## src/rtl/c5_mult.sv

```systemverilog
// c5 execute-stage iterative multiply/divide unit.
// Owns HI/LO; one radix-2 step per clock, 32 steps per operation.
module c5_mult #(
  parameter logic [31:0] P_DIV0_LO = 32'hFFFFFFFF
) (
  input  logic        I_clk,
  input  logic        I_rst_n,
  input  logic [31:0] I_a,
  input  logic [31:0] I_b,
  input  logic [3:0]  I_mult_func,
  output logic [31:0] O_c_mult,
  output logic        O_pause
);

  localparam logic [3:0] F_MFLO  = 4'd1;
  localparam logic [3:0] F_MFHI  = 4'd2;
  localparam logic [3:0] F_MTLO  = 4'd3;
  localparam logic [3:0] F_MTHI  = 4'd4;
  localparam logic [3:0] F_MULTU = 4'd5;
  localparam logic [3:0] F_MULT  = 4'd6;
  localparam logic [3:0] F_DIVU  = 4'd7;
  localparam logic [3:0] F_DIV   = 4'd8;

  logic [31:0] hi, lo, opd, a_raw;
  logic [63:0] acc;
  logic [5:0]  count;
  logic        is_div, div0, neg_q, neg_r;

  logic [31:0] n_hi, n_lo, n_opd, n_a_raw;
  logic [63:0] n_acc;
  logic [5:0]  n_count;
  logic        n_is_div, n_div0, n_neg_q, n_neg_r;

  logic        busy;
  logic        is_mf;
  logic        sgn;
  logic        start_div;
  logic [31:0] a_abs, b_abs;
  logic [32:0] mul_sum;
  logic [32:0] div_top;
  logic [33:0] div_diff;
  logic [63:0] step;
  logic [63:0] prod;
  logic [31:0] q, r;
  logic [31:0] fin_hi, fin_lo;

  assign busy  = (count != 6'd0);
  assign is_mf = (I_mult_func == F_MFLO) || (I_mult_func == F_MFHI);
  assign O_pause = busy && is_mf;

  always_comb begin
    O_c_mult = 32'd0;
    if (I_mult_func == F_MFLO) O_c_mult = lo;
    else if (I_mult_func == F_MFHI) O_c_mult = hi;
  end

  assign sgn = (I_mult_func == F_MULT) || (I_mult_func == F_DIV);
  assign start_div = (I_mult_func == F_DIVU) || (I_mult_func == F_DIV);
  assign a_abs = (sgn && I_a[31]) ? (~I_a + 32'd1) : I_a;
  assign b_abs = (sgn && I_b[31]) ? (~I_b + 32'd1) : I_b;

  // multiply: upper half accumulates, lower half shifts the multiplier out
  assign mul_sum = {1'b0, acc[63:32]} + {1'b0, (acc[0] ? opd : 32'd0)};
  // divide: restoring, remainder in upper half, quotient shifts in below
  assign div_top  = acc[63:31];
  assign div_diff = {1'b0, div_top} - {2'b00, opd};

  always_comb begin
    if (is_div) begin
      if (div_diff[33]) step = {div_top[31:0], acc[30:0], 1'b0};
      else step = {div_diff[31:0], acc[30:0], 1'b1};
    end else begin
      step = {mul_sum, acc[31:1]};
    end
  end

  assign prod = neg_q ? (~step + 64'd1) : step;
  assign q = step[31:0];
  assign r = step[63:32];

  always_comb begin
    if (!is_div) begin
      fin_hi = prod[63:32];
      fin_lo = prod[31:0];
    end else if (div0) begin
      fin_hi = a_raw;
      fin_lo = P_DIV0_LO;
    end else begin
      fin_hi = neg_r ? (~r + 32'd1) : r;
      fin_lo = neg_q ? (~q + 32'd1) : q;
    end
  end

  always_comb begin
    n_hi     = hi;
    n_lo     = lo;
    n_acc    = acc;
    n_opd    = opd;
    n_a_raw  = a_raw;
    n_count  = count;
    n_is_div = is_div;
    n_div0   = div0;
    n_neg_q  = neg_q;
    n_neg_r  = neg_r;
    if (busy) begin
      n_acc   = step;
      n_count = count - 6'd1;
      if (count == 6'd1) begin
        n_hi = fin_hi;
        n_lo = fin_lo;
      end
    end
    // a new command discards any in-flight result, even a final step
    if (!O_pause) begin
      case (I_mult_func)
        F_MTLO: begin
          n_hi    = hi;
          n_lo    = I_a;
          n_count = 6'd0;
        end
        F_MTHI: begin
          n_hi    = I_a;
          n_lo    = lo;
          n_count = 6'd0;
        end
        F_MULTU, F_MULT, F_DIVU, F_DIV: begin
          n_hi     = hi;
          n_lo     = lo;
          n_count  = 6'd32;
          n_is_div = start_div;
          n_acc    = {32'd0, (start_div ? a_abs : b_abs)};
          n_opd    = start_div ? b_abs : a_abs;
          n_a_raw  = I_a;
          n_div0   = start_div && (I_b == 32'd0);
          n_neg_q  = sgn && (I_a[31] ^ I_b[31]);
          n_neg_r  = sgn && I_a[31];
        end
        default: ;
      endcase
    end
  end

  always_ff @(posedge I_clk) begin
    if (!I_rst_n) begin
      hi     <= 32'd0;
      lo     <= 32'd0;
      acc    <= 64'd0;
      opd    <= 32'd0;
      a_raw  <= 32'd0;
      count  <= 6'd0;
      is_div <= 1'b0;
      div0   <= 1'b0;
      neg_q  <= 1'b0;
      neg_r  <= 1'b0;
    end else begin
      hi     <= n_hi;
      lo     <= n_lo;
      acc    <= n_acc;
      opd    <= n_opd;
      a_raw  <= n_a_raw;
      count  <= n_count;
      is_div <= n_is_div;
      div0   <= n_div0;
      neg_q  <= n_neg_q;
      neg_r  <= n_neg_r;
    end
  end

endmodule

```

## config.mk

```make
export PLATFORM = sky130hd
export DESIGN_NAME = c5_mult
export DESIGN_NICKNAME = d
export VERILOG_FILES = /design/src/rtl/c5_mult.sv
export SDC_FILE = /design/constraint.sdc
export NUM_CORES = 1
export LEC_CHECK = 0
export ABC_AREA = 1
export CORE_ASPECT_RATIO = 1.5
export CORE_MARGIN = 2
export CORE_UTILIZATION = 57
export CTS_BUF_LIST = sky130_fd_sc_hd__clkbuf_16
export CTS_CLUSTER_DIAMETER = 200
export CTS_CLUSTER_SIZE = 8
export DETAILED_ROUTE_END_ITERATION = 8
export GPL_TIMING_DRIVEN = 0
export PLACE_DENSITY = 0.79
export SETUP_SLACK_MARGIN = 0.1
export SYNTH_ARGS = -nofsm -noshare
export SYNTH_HDL_FRONTEND = slang
export SYNTH_SLANG_ARGS = --single-unit
```

## constraint.sdc

```tcl
create_clock -name I_clk -period 3.9 [get_ports I_clk]
set_input_delay 1.17 -clock I_clk [delete_from_list [all_inputs] [get_ports I_clk]]
set_output_delay 1.17 -clock I_clk [all_outputs]
set_load 0.05 [all_outputs]
```

==> out/qor_table.md, run 1 <==
| Result | Value | Unit |
|:---|:---|:---|
| Flip-flop and latch count after synthesis | 202 | - |
| Proportion of register bits with asynchronous set or reset after synthesis | 0 | - |
| Post-detail-place hpwl | 82.2 | mm |
| Weighted congestion reported at the end of routability-driven placement | 1.24 | - |
| I/O pins | 103 | - |
| Post-Synthesis Cells | 3522 | - |
| Ys Warns | 0 | - |
| Leading register cell type out of synthesis | sky130_fd_sc_hd__dfxtp_1 | - |
| Post-synth EDFFs | 0 | - |
| Number of clock sinks seen by CTS | 202 | - |
| Global-route wire length before repair | 171 | mm |
| Result of the run | stopped before the end | - |
| Count of unique library cells instantiated by Yosys | 61 | - |
| Floorplan die height | 236 | microns |
| Grt total ovfl | 3 | - |
| Root Buffer | sky130_fd_sc_hd__clkbuf_16 | - |
| Max H-tree Level | 1 | - |
| Quantity of hold-fixing buffers added after cts | 0 | - |
| Starting density of the core | 0.574 | - |
| Vias in the first global route | 27300 | - |
| Cell area after synthesis | 20500 | sq um |
| Stage where the run ended | global routing (5_1_grt) | - |
| Buffer depth of the longest clock path | 3 | - |
| Total nets after synthesis | 3665 | - |
| Port Buf Inserts | 102 | - |
| First error line in the log | [ERROR GRT-0116] Global routing finished with congestion. Check the congestion regions in the DRC Viewer. | - |
| Synthesized area divided by synthesized cell count | 5.81 | sq um |
| Total clock buffers created by CTS | 29 | - |
| Width of the chip | 159 | microns |
| Overall track demand over capacity in global routing | 0.616 | - |
| Portion of the post-synthesis area used by sequential elements | 0.198 | - |
| Std-Cell Rows | 85 | - |
| Maximum number of pins on one net before global-route repair | 15 | - |
-- cells by family after synthesis --
family,share of synthesized area
adder cells (fa/ha/maj),0.0454
XOR/XNOR,0.0368
buffers and inverters,0.133
flip-flops,0.198
AND/OR/NAND/NOR,0.374
AO/OA/AOI/OAI,0.213
-- cells in the mapped netlist, types with 24 or more instances --
cell type	count	area, sq um
sky130_fd_sc_hd__a21oi_1	297	1490
sky130_fd_sc_hd__a32o_1	31	310
sky130_fd_sc_hd__clkbuf_1	126	473
sky130_fd_sc_hd__dfxtp_1	202	4040
sky130_fd_sc_hd__ha_1	71	888
sky130_fd_sc_hd__inv_1	507	1900
sky130_fd_sc_hd__nand2_1	1003	3760
sky130_fd_sc_hd__nand3_1	229	1150
sky130_fd_sc_hd__nand4_1	44	275
sky130_fd_sc_hd__nor2_1	259	972
sky130_fd_sc_hd__nor3_1	45	225
sky130_fd_sc_hd__o211ai_1	26	195
sky130_fd_sc_hd__o21ai_0	215	1080
sky130_fd_sc_hd__o21ai_1	24	120
sky130_fd_sc_hd__o221ai_1	43	377
sky130_fd_sc_hd__o22ai_1	34	213
sky130_fd_sc_hd__xor2_1	72	631
-- timing repair --
| action | in CTS |
|---|---|
| pin swaps | 55 |
| cloned | 1 |
| buffers inserted | 61 |
| resized for setup | 508 |
| endpoints found under the setup margin | 101 |
-- metrics by stage --
stage,worst slack [ps],cell area [sq um],instances,hold WS [ps]
after floorplan,226,20500,3522,423
after global placement,-1340,22100,4102,438
after detailed placement,-1430,22100,4102,464
after CTS,-139,24300,4195,477
-- routing by layer --
layer / overflow / global-route usage
met1: 0 / 0.625
met4: 3 / 0.651
met2: 0 / 0.840
met5: 0 / 0.0204
met3: 0 / 0.342
==> inputs of run 2 (changes only) <==
==> config.mk (replaced) <==
export PLATFORM = sky130hd
export DESIGN_NAME = c5_mult
export DESIGN_NICKNAME = d
export VERILOG_FILES = /design/src/rtl/c5_mult.sv
export SDC_FILE = /design/constraint.sdc
export NUM_CORES = 1
export LEC_CHECK = 0
export ABC_AREA = 1
export CORE_MARGIN = 2
export CORE_UTILIZATION = 40
export DETAILED_ROUTE_END_ITERATION = 8
export GPL_TIMING_DRIVEN = 0
export PLACE_DENSITY_LB_ADDON = 0.15
export SYNTH_ARGS = -nofsm -noshare
export SYNTH_HDL_FRONTEND = slang
export SYNTH_SLANG_ARGS = --single-unit
==> constraint.sdc (replaced) <==
create_clock -name I_clk -period 5.1 [get_ports I_clk]
set_input_delay 1.53 -clock I_clk [delete_from_list [all_inputs] [get_ports I_clk]]
set_output_delay 1.53 -clock I_clk [all_outputs]
set_load 0.05 [all_outputs]
==> run 2 against run 1 <==
Compared with the run above: the flow now finishes without violations; area after synthesis unchanged; synthesized cell count unchanged.
==> out/qor_table.md, run 2 <==
| Result | Value | Unit | Delta |
|:---|:---|:---|:---|
| Vias in the first global route | 22800 | - |  |
| Post-synth EDFFs | 0 | - | unchanged |
| Grt total ovfl | 0 | - |  |
| Post-synth top area cell | sky130_fd_sc_hd__dfxtp_1 | - |  |
| Cell area after synthesis | 20500 | sq um | unchanged |
| Total Die Area | 53000 | sq um |  |
| Post-synth top cells | 1003 x sky130_fd_sc_hd__nand2_1, 507 x sky130_fd_sc_hd__inv_1, 297 x sky130_fd_sc_hd__a21oi_1 | - |  |
| Worst Path Arrival | 3510 | ps |  |
| Width of the chip | 230 | microns | +45% |
| Register with the most flip-flops | acc | - |  |
| Max Clock Freq | 0.198 | GHz |  |
| Post-layout worst setup margin | 61.9 | ps |  |
| Pre-CTS setup slack | -1020 | ps | +417 ps |
| Total Nets Final | 3800 | - |  |
| Crit Reg-Reg Endpoint | hi[30] | - |  |
| Max H-tree Level | 1 | - | unchanged |
| Ys Warns | 0 | - | unchanged |
| Required time of the worst setup path | 3570 | ps |  |
| Top fanout value on the critical path | 10 | - |  |
| Post-detail-place hpwl | 81.8 | mm | -0.44% |
| Fin. Hold Viols | 0 | - |  |
| Max-cap violations | 0 | - |  |
| Cell types occupying the most area after synthesis | sky130_fd_sc_hd__dfxtp_1 20%, sky130_fd_sc_hd__nand2_1 18%, sky130_fd_sc_hd__inv_1 9.3%, sky130_fd_sc_hd__a21oi_1 7.3%, sky130_fd_sc_hd__nand3_1 5.6% | - |  |
| Total clock buffers created by CTS | 26 | - | -10% |
| Final number of setup-violating endpoints | 0 | - |  |
| Transition time of the tightest slew-check pin | 1130 | ps |  |
| Total nets after synthesis | 3665 | - | unchanged |
| Final routed DRC violation total | 0 | - |  |
| Clock Skew | 36.8 | ps |  |
| Ratio of routed vias to standard cells | 5.72 | - |  |
| Root Buffer | sky130_fd_sc_hd__clkbuf_16 | - |  |
| Port Buf Inserts | 102 | - | unchanged |
| Number of clock sinks seen by CTS | 202 | - | unchanged |
| Final cycle utilization of the critical path | 0.988 | - |  |
| Floorplan core area | 50300 | sq um |  |
| CP Launch Point | I_mult_func[3] | - |  |
| Worst slew margin relative to its limit | 0.244 | - |  |
| Global-route wire length before repair | 146 | mm |  |
| Ratio of cells with drive above 1 in the final layout | 0.0749 | - |  |
| Number of detailed-route iterations in the first pass | 6 | - |  |
| Post-Synthesis Cells | 3522 | - | unchanged |
| Insertion delay of the later-clocked pin in the worst-skew pair | 580 | ps |  |
| Flip-flop and latch count after synthesis | 202 | - | unchanged |
| Leading register cell type out of synthesis | sky130_fd_sc_hd__dfxtp_1 | - |  |
| Floorplan die height | 230 | microns | -2.5% |
| Std-Cell Rows | 82 | - | -3.5% |
| Clock-pin slew on the worst setup and hold paths | 60 | ps |  |
| Overall track demand over capacity in global routing | 0.367 | - |  |
| Final design utilization | 0.464 | - |  |
| Proportion of register bits with asynchronous set or reset after synthesis | 0 | - | unchanged |
| Starting density of the core | 0.407 | - | -0.167 |
| Leakage power | 0.0114 | uW |  |
| Slew Limit Fails | 0 | - |  |
| Result of the run | finished clean | - |  |
| Largest register FFs | 64 | - |  |
| Number of antenna cells inserted | 0 | - |  |
| Portion of synthesized cell area occupied by the leading cell type | 0.198 | - | unchanged |
| I/O pins | 103 | - | unchanged |
| Total Wirelength | 99.8 | mm |  |
| Post-route worst hold slack | 458 | ps |  |
| Crit Reg-Reg Startpoint | opd[22] | - |  |
| PD cells | 453 | nW/um^2 |  |
| IR Drop Worst-Case VDD | 0.268 | mV |  |
| Maximum number of pins on one net before global-route repair | 14 | - |  |
| Weighted congestion reported at the end of routability-driven placement | 1.02 | - | -18% |
| Synthesized area divided by synthesized cell count | 5.81 | sq um | unchanged |
| Worst hold path depth | 2 | - |  |
| Buffer depth of the longest clock path | 3 | - | unchanged |
| Final worst path period need | 5040 | ps |  |
| Number of antenna violations at the first check in global routing | 2 | - |  |
| Depth of the worst register-to-register path | 31 | - |  |
| Most common cell after layout, fill and taps aside | sky130_fd_sc_hd__nand2_1 | - |  |
| Worst setup path endpoint | O_c_mult[1] | - |  |
| Final routed wire length divided by cell count | 23.0 | microns |  |
| Setup TNS | 0 | ps |  |
| Endpoint kind of the worst setup timing path | output port | - |  |
| Nature of the critical path startpoint | input port | - |  |
| Commonest cells after routing, fill and taps aside | 1001 x sky130_fd_sc_hd__nand2_1, 507 x sky130_fd_sc_hd__inv_1, 297 x sky130_fd_sc_hd__a21oi_1 | - |  |
| Reg2Reg Setup Slack | 170 | ps |  |
| Count of unique library cells instantiated by Yosys | 61 | - | unchanged |
| Most repeated cell in the gate-level netlist after synthesis | sky130_fd_sc_hd__nand2_1 | - |  |
| Area added between synthesis and finish | 14.0 | % |  |
| Antenna viol nets, final | 0 | - |  |
| Critical setup path kind | input port to output port | - |  |
| Violation count after the first detailed-route iteration | 3123 | - |  |
| Unrepaired setup endpoints after global routing | yes | - |  |
| DR vias | 24800 | - |  |
| Clock tree from TritonCTS | built | - |  |
| Portion of the post-synthesis area used by sequential elements | 0.198 | - | unchanged |
| Worst min-delay path class | flip-flop to flip-flop | - |  |
==> run 2: cell counts after synthesis <==
Identical to the previous run, type by type.
==> run 2: cell families (layout without fill, tap and decap cells) <==
group,after synthesis,after routing,synth area share
buffers and inverters,696,848,0.133
adders and majority gates,73,73,0.0454
xor gates and xnor gates,86,86,0.0368
and+or+nand+nor,1724,1724,0.374
DFF,202,202,0.198
AOI/OAI and AO/OA,741,741,0.213
==> run 2: metal layers <==
layer,track usage,wire length [microns],vias up
li1,-,-,11800
met1,0.496,42500,11500
met2,0.550,41400,1227
met3,0.0681,9430,257
met4,0.203,6510,2
met5,0,12,-
==> run 2: what timing repair did <==
action	in CTS	in global routing
endpoints found under the setup margin	36	51
hold buffers	0	0
pin swaps	0	5
gates resized for setup	106	31
cloned	0	0
setup buffers	0	5
==> run 2: layout make-up <==
class / instances / area, sq um
Fill cell: 5706 / 27000
Multi-Input combinational cell: 2624 / 13800
Sequential cell: 202 / 4050
Inverter: 531 / 2000
Timing Repair Buffer: 107 / 1080
Tap cell: 672 / 841
Buffer: 165 / 747
Clock buffer: 34 / 711
Clock inverter: 11 / 100
==> run 2: worst max-delay path: stages <==
cell and delay, ps:
sky130_fd_sc_hd__clkdlybuf4s50_1 470, sky130_fd_sc_hd__nor2_4 210, sky130_fd_sc_hd__inv_1 110, sky130_fd_sc_hd__nor3_4 240
sky130_fd_sc_hd__clkbuf_4 300, sky130_fd_sc_hd__a32o_1 240, sky130_fd_sc_hd__clkdlybuf4s15_2 400
==> run 2: worst min path at each step <==
stage               slack [ps]      from  endpoint
finish                     460  a_raw[3]  a_raw[3]
global route               470  a_raw[3]  a_raw[3]
CTS                        450  a_raw[3]  a_raw[3]
detailed placement         440  a_raw[3]  a_raw[3]
global placement           430  a_raw[3]  a_raw[3]
floorplan                  420  a_raw[3]  a_raw[3]
==> run 2: where the power goes <==
group | internal, uW | leakage [uW] | switching (uW)
logic | 1870 | 0.00939 | 4740
clock network | 1030 | 0.000397 | 786
registers | 1830 | 0.00166 | 304
total | 4730 | 0.0114 | 5840
==> run 2: per-stage QoR <==
step                power (uW)  std cells  instance area, sq um
global route             11200       4346                 23300
finish                   10600       4346                 23300
CTS                      10300       4341                 23200
detailed placement        8490       4296                 22300
global placement          8490       4296                 22300
floorplan                 6350       3522                 20500
Note: power is estimated with default switching activity, not from simulation.
==> inputs of run 3 (changes only) <==
--- a/config.mk
+++ b/config.mk
@@ -8,6 +8,7 @@
 export ABC_AREA = 1
 export CORE_MARGIN = 2
 export CORE_UTILIZATION = 40
+export CTS_CLUSTER_SIZE = 24
 export DETAILED_ROUTE_END_ITERATION = 8
 export GPL_TIMING_DRIVEN = 0
 export PLACE_DENSITY_LB_ADDON = 0.15
==> run 3 against run 2 <==
Compared with the run above: fmax is 0.16% lower; non-clock buffer count is 2 lower; first-iteration DRC count is 3.6% lower; final cell count hardly changed; count of clock-buffer cells in the layout stayed put; largest cell class unchanged.
==> out/qor_table.md, run 3 (same netlist as run 2, synthesis figures left out) <==
| Result | Value | Unit | Delta |
|:---|:---|:---|:---|
| Result of the run | finished clean | - |  |
| Total instance count after detailed placement | 4296 | - | unchanged |
| Insertion delay of the later-clocked pin in the worst-skew pair | 600 | ps | +20 ps |
| Antenna viol nets, final | 0 | - | unchanged |
| Top fanout value on the critical path | 10 | - | unchanged |
| Pre-CTS setup slack | -1020 | ps | unchanged |
| Transition time of the tightest slew-check pin | 1110 | ps | -16.5 ps |
| Total Die Area | 53000 | sq um | unchanged |
| Nature of the critical path startpoint | input port | - |  |
| Worst min-delay path class | flip-flop to flip-flop | - |  |
| Register with the most flip-flops | acc | - |  |
| I/O pins | 103 | - | unchanged |
| Start point of the worst hold path | a_raw[3] | - |  |
| Floorplan core area | 50300 | sq um | unchanged |
| Post-layout worst setup margin | 53.9 | ps | -8.04 ps |
| Required time of the worst setup path | 3570 | ps | about the same |
| Maximum number of pins on one net before global-route repair | 15 | - | +1 |
| Max-cap violations | 0 | - | unchanged |
| Endpoint kind of the worst setup timing path | output port | - |  |
| Post-route standard cell area excluding fillers | 23400 | sq um | +0.18% |
| Max H-tree Level | 1 | - | unchanged |
| Depth of the worst register-to-register path | 31 | - | unchanged |
| Clock-pin slew on the worst setup and hold paths | 60 | ps | about the same |
| Final number of setup-violating endpoints | 0 | - | unchanged |
| Commonest cells after routing, fill and taps aside | 1002 x sky130_fd_sc_hd__nand2_1, 507 x sky130_fd_sc_hd__inv_1, 297 x sky130_fd_sc_hd__a21oi_1 | - |  |
| Starting density of the core | 0.407 | - | unchanged |
| Reg2Reg Setup Slack | 190 | ps | +20 ps |
| Post-detail-place hpwl | 81.8 | mm | unchanged |
| Most common cell after layout, fill and taps aside | sky130_fd_sc_hd__nand2_1 | - |  |
| Fin. Hold Viols | 0 | - | unchanged |
| Total Wirelength | 99.7 | mm | about the same |
| PD cells | 459 | nW/um^2 | +1.3% |
| Number of antenna violations at the first check in global routing | 2 | - | unchanged |
| Final cycle utilization of the critical path | 0.989 | - | +0.00158 |
| Crit path largest cell delay | 470 | ps | about the same |
| Leakage power | 0.0115 | uW | +0.20% |
| Setup TNS | 0 | ps | unchanged |
| Clock tree from TritonCTS | built | - |  |
| Total clock buffers created by CTS | 26 | - | unchanged |
| Weighted congestion reported at the end of routability-driven placement | 1.02 | - | unchanged |
| Series of cell instances along the critical path | clkdlybuf4s50_1 > nor2_4 > inv_1 > nor3_4 > clkbuf_4 > a32o_1 > clkdlybuf4s15_2 | - |  |
| Cell area after placement | 22300 | sq um | unchanged |
| Worst slew margin relative to its limit | 0.255 | - | +0.0111 |
| Port Buf Inserts | 102 | - | unchanged |
| Crit Reg-Reg Endpoint | hi[30] | - |  |
| Width of the chip | 230 | microns | unchanged |
| Overall track demand over capacity in global routing | 0.368 | - | +0.000913 |
| Worst Hold Endpoint | a_raw[3] | - |  |
| Final Non-Filler Cells | 4345 | - | -0.023% |
| Final worst path period need | 5050 | ps | +8.04 ps |
| Ratio of cells with drive above 1 in the final layout | 0.0743 | - | -0.000524 |
| Final routed DRC violation total | 0 | - | unchanged |
| Largest register FFs | 64 | - | unchanged |
| Violation count after the first detailed-route iteration | 3012 | - | -3.6% |
| Vias in the first global route | 22800 | - | +0.30% |
| Clock Skew | 46.0 | ps | +9.24 ps |
| Area added between synthesis and finish | 14.2 | % |  |
| Critical setup path kind | input port to output port | - |  |
| Number of clock sinks seen by CTS | 202 | - | unchanged |
| Worst hold path depth | 2 | - | unchanged |
| Unrepaired setup endpoints after global routing | yes | - |  |
| Worst Path Arrival | 3520 | ps | about the same |
| Total Nets Final | 3798 | - | -0.053% |
| DR vias | 24800 | - | -0.020% |
| Std-Cell Rows | 82 | - | unchanged |
| Number of filler instances in the final layout | 5698 | - | -0.14% |
| Buffer depth of the longest clock path | 3 | - | unchanged |
| Floorplan die height | 230 | microns | unchanged |
| Grt total ovfl | 0 | - | unchanged |
| Number of detailed-route iterations in the first pass | 6 | - | unchanged |
| Crit Reg-Reg Startpoint | opd[22] | - |  |
| Root Buffer | sky130_fd_sc_hd__clkbuf_16 | - |  |
| Final routed wire length divided by cell count | 23.0 | microns | about the same |
| IR Drop Worst-Case VDD | 0.294 | mV | +9.8% |
| Ratio of routed vias to standard cells | 5.72 | - | about the same |
| Slew Limit Fails | 0 | - | unchanged |
| Max Clock Freq | 0.198 | GHz | -0.16% |
| Global-route wire length before repair | 146 | mm | +0.24% |
| Slowest stage cell on the critical path | sky130_fd_sc_hd__clkdlybuf4s50_1 | - |  |
| Number of antenna cells inserted | 0 | - | unchanged |
-- run 3: final cells by class --
class	instances	area, sq um	area share
well taps	672	841	0.0360
multi-input cells	2624	13800	0.590
inverters	531	2000	0.0854
clock inverters	12	190	0.00814
repair buffers	105	1070	0.0456
flip-flops and latches	202	4050	0.173
clock buffers	34	701	0.0300
plain buffers	165	748	0.0320
-- run 3: worst max-delay path by stage --
stage               slack, ps            from          end
CTS                         9  I_mult_func[3]  O_c_mult[6]
global route              -40          opd[7]       hi[30]
detailed placement      -1020  I_mult_func[2]  O_c_mult[1]
floorplan                 460  I_mult_func[3]  O_c_mult[5]
global placement         -980  I_mult_func[3]  O_c_mult[1]
finish                     50  I_mult_func[3]  O_c_mult[1]
-- run 3: per-stage QoR --
stage,total power [uW],utilization,hold slack [ps]
after floorplan,6350,-,423
after CTS,10500,0.463,455
after global routing,11400,0.465,476
final,10700,0.465,458
after detailed placement,8490,0.444,440
after global placement,8490,0.444,434
-- run 3: power by group --
group          internal (uW)  leakage [uW]  switching, uW
Combinational           1860       0.00938           4740
Sequential              1830       0.00166            305
Clock                   1170      0.000430            807
Total                   4870        0.0115           5850
-- run 3: layer usage --
layer / global-route usage / vias to the layer above / wire [microns]
met3: 0.0670 / 276 / 9660
li1: - / 11800 / -
met5: 0 / - / 12
met2: 0.551 / 1241 / 41200
met4: 0.200 / 2 / 6610
met1: 0.499 / 11500 / 42300
-- run 3: worst max-delay path: cells and delay by family --
family	cells	cell delay [ps]
compound gates	1	250
buf+inv	4	1280
simple gates	2	460
-- run 3: repair_timing --
item,in CTS,in global routing
buffers inserted,0,3
hold buffers,0,0
gates resized for setup,106,28
pin swaps,0,3
setup endpoints to repair,36,48
cloned,0,0
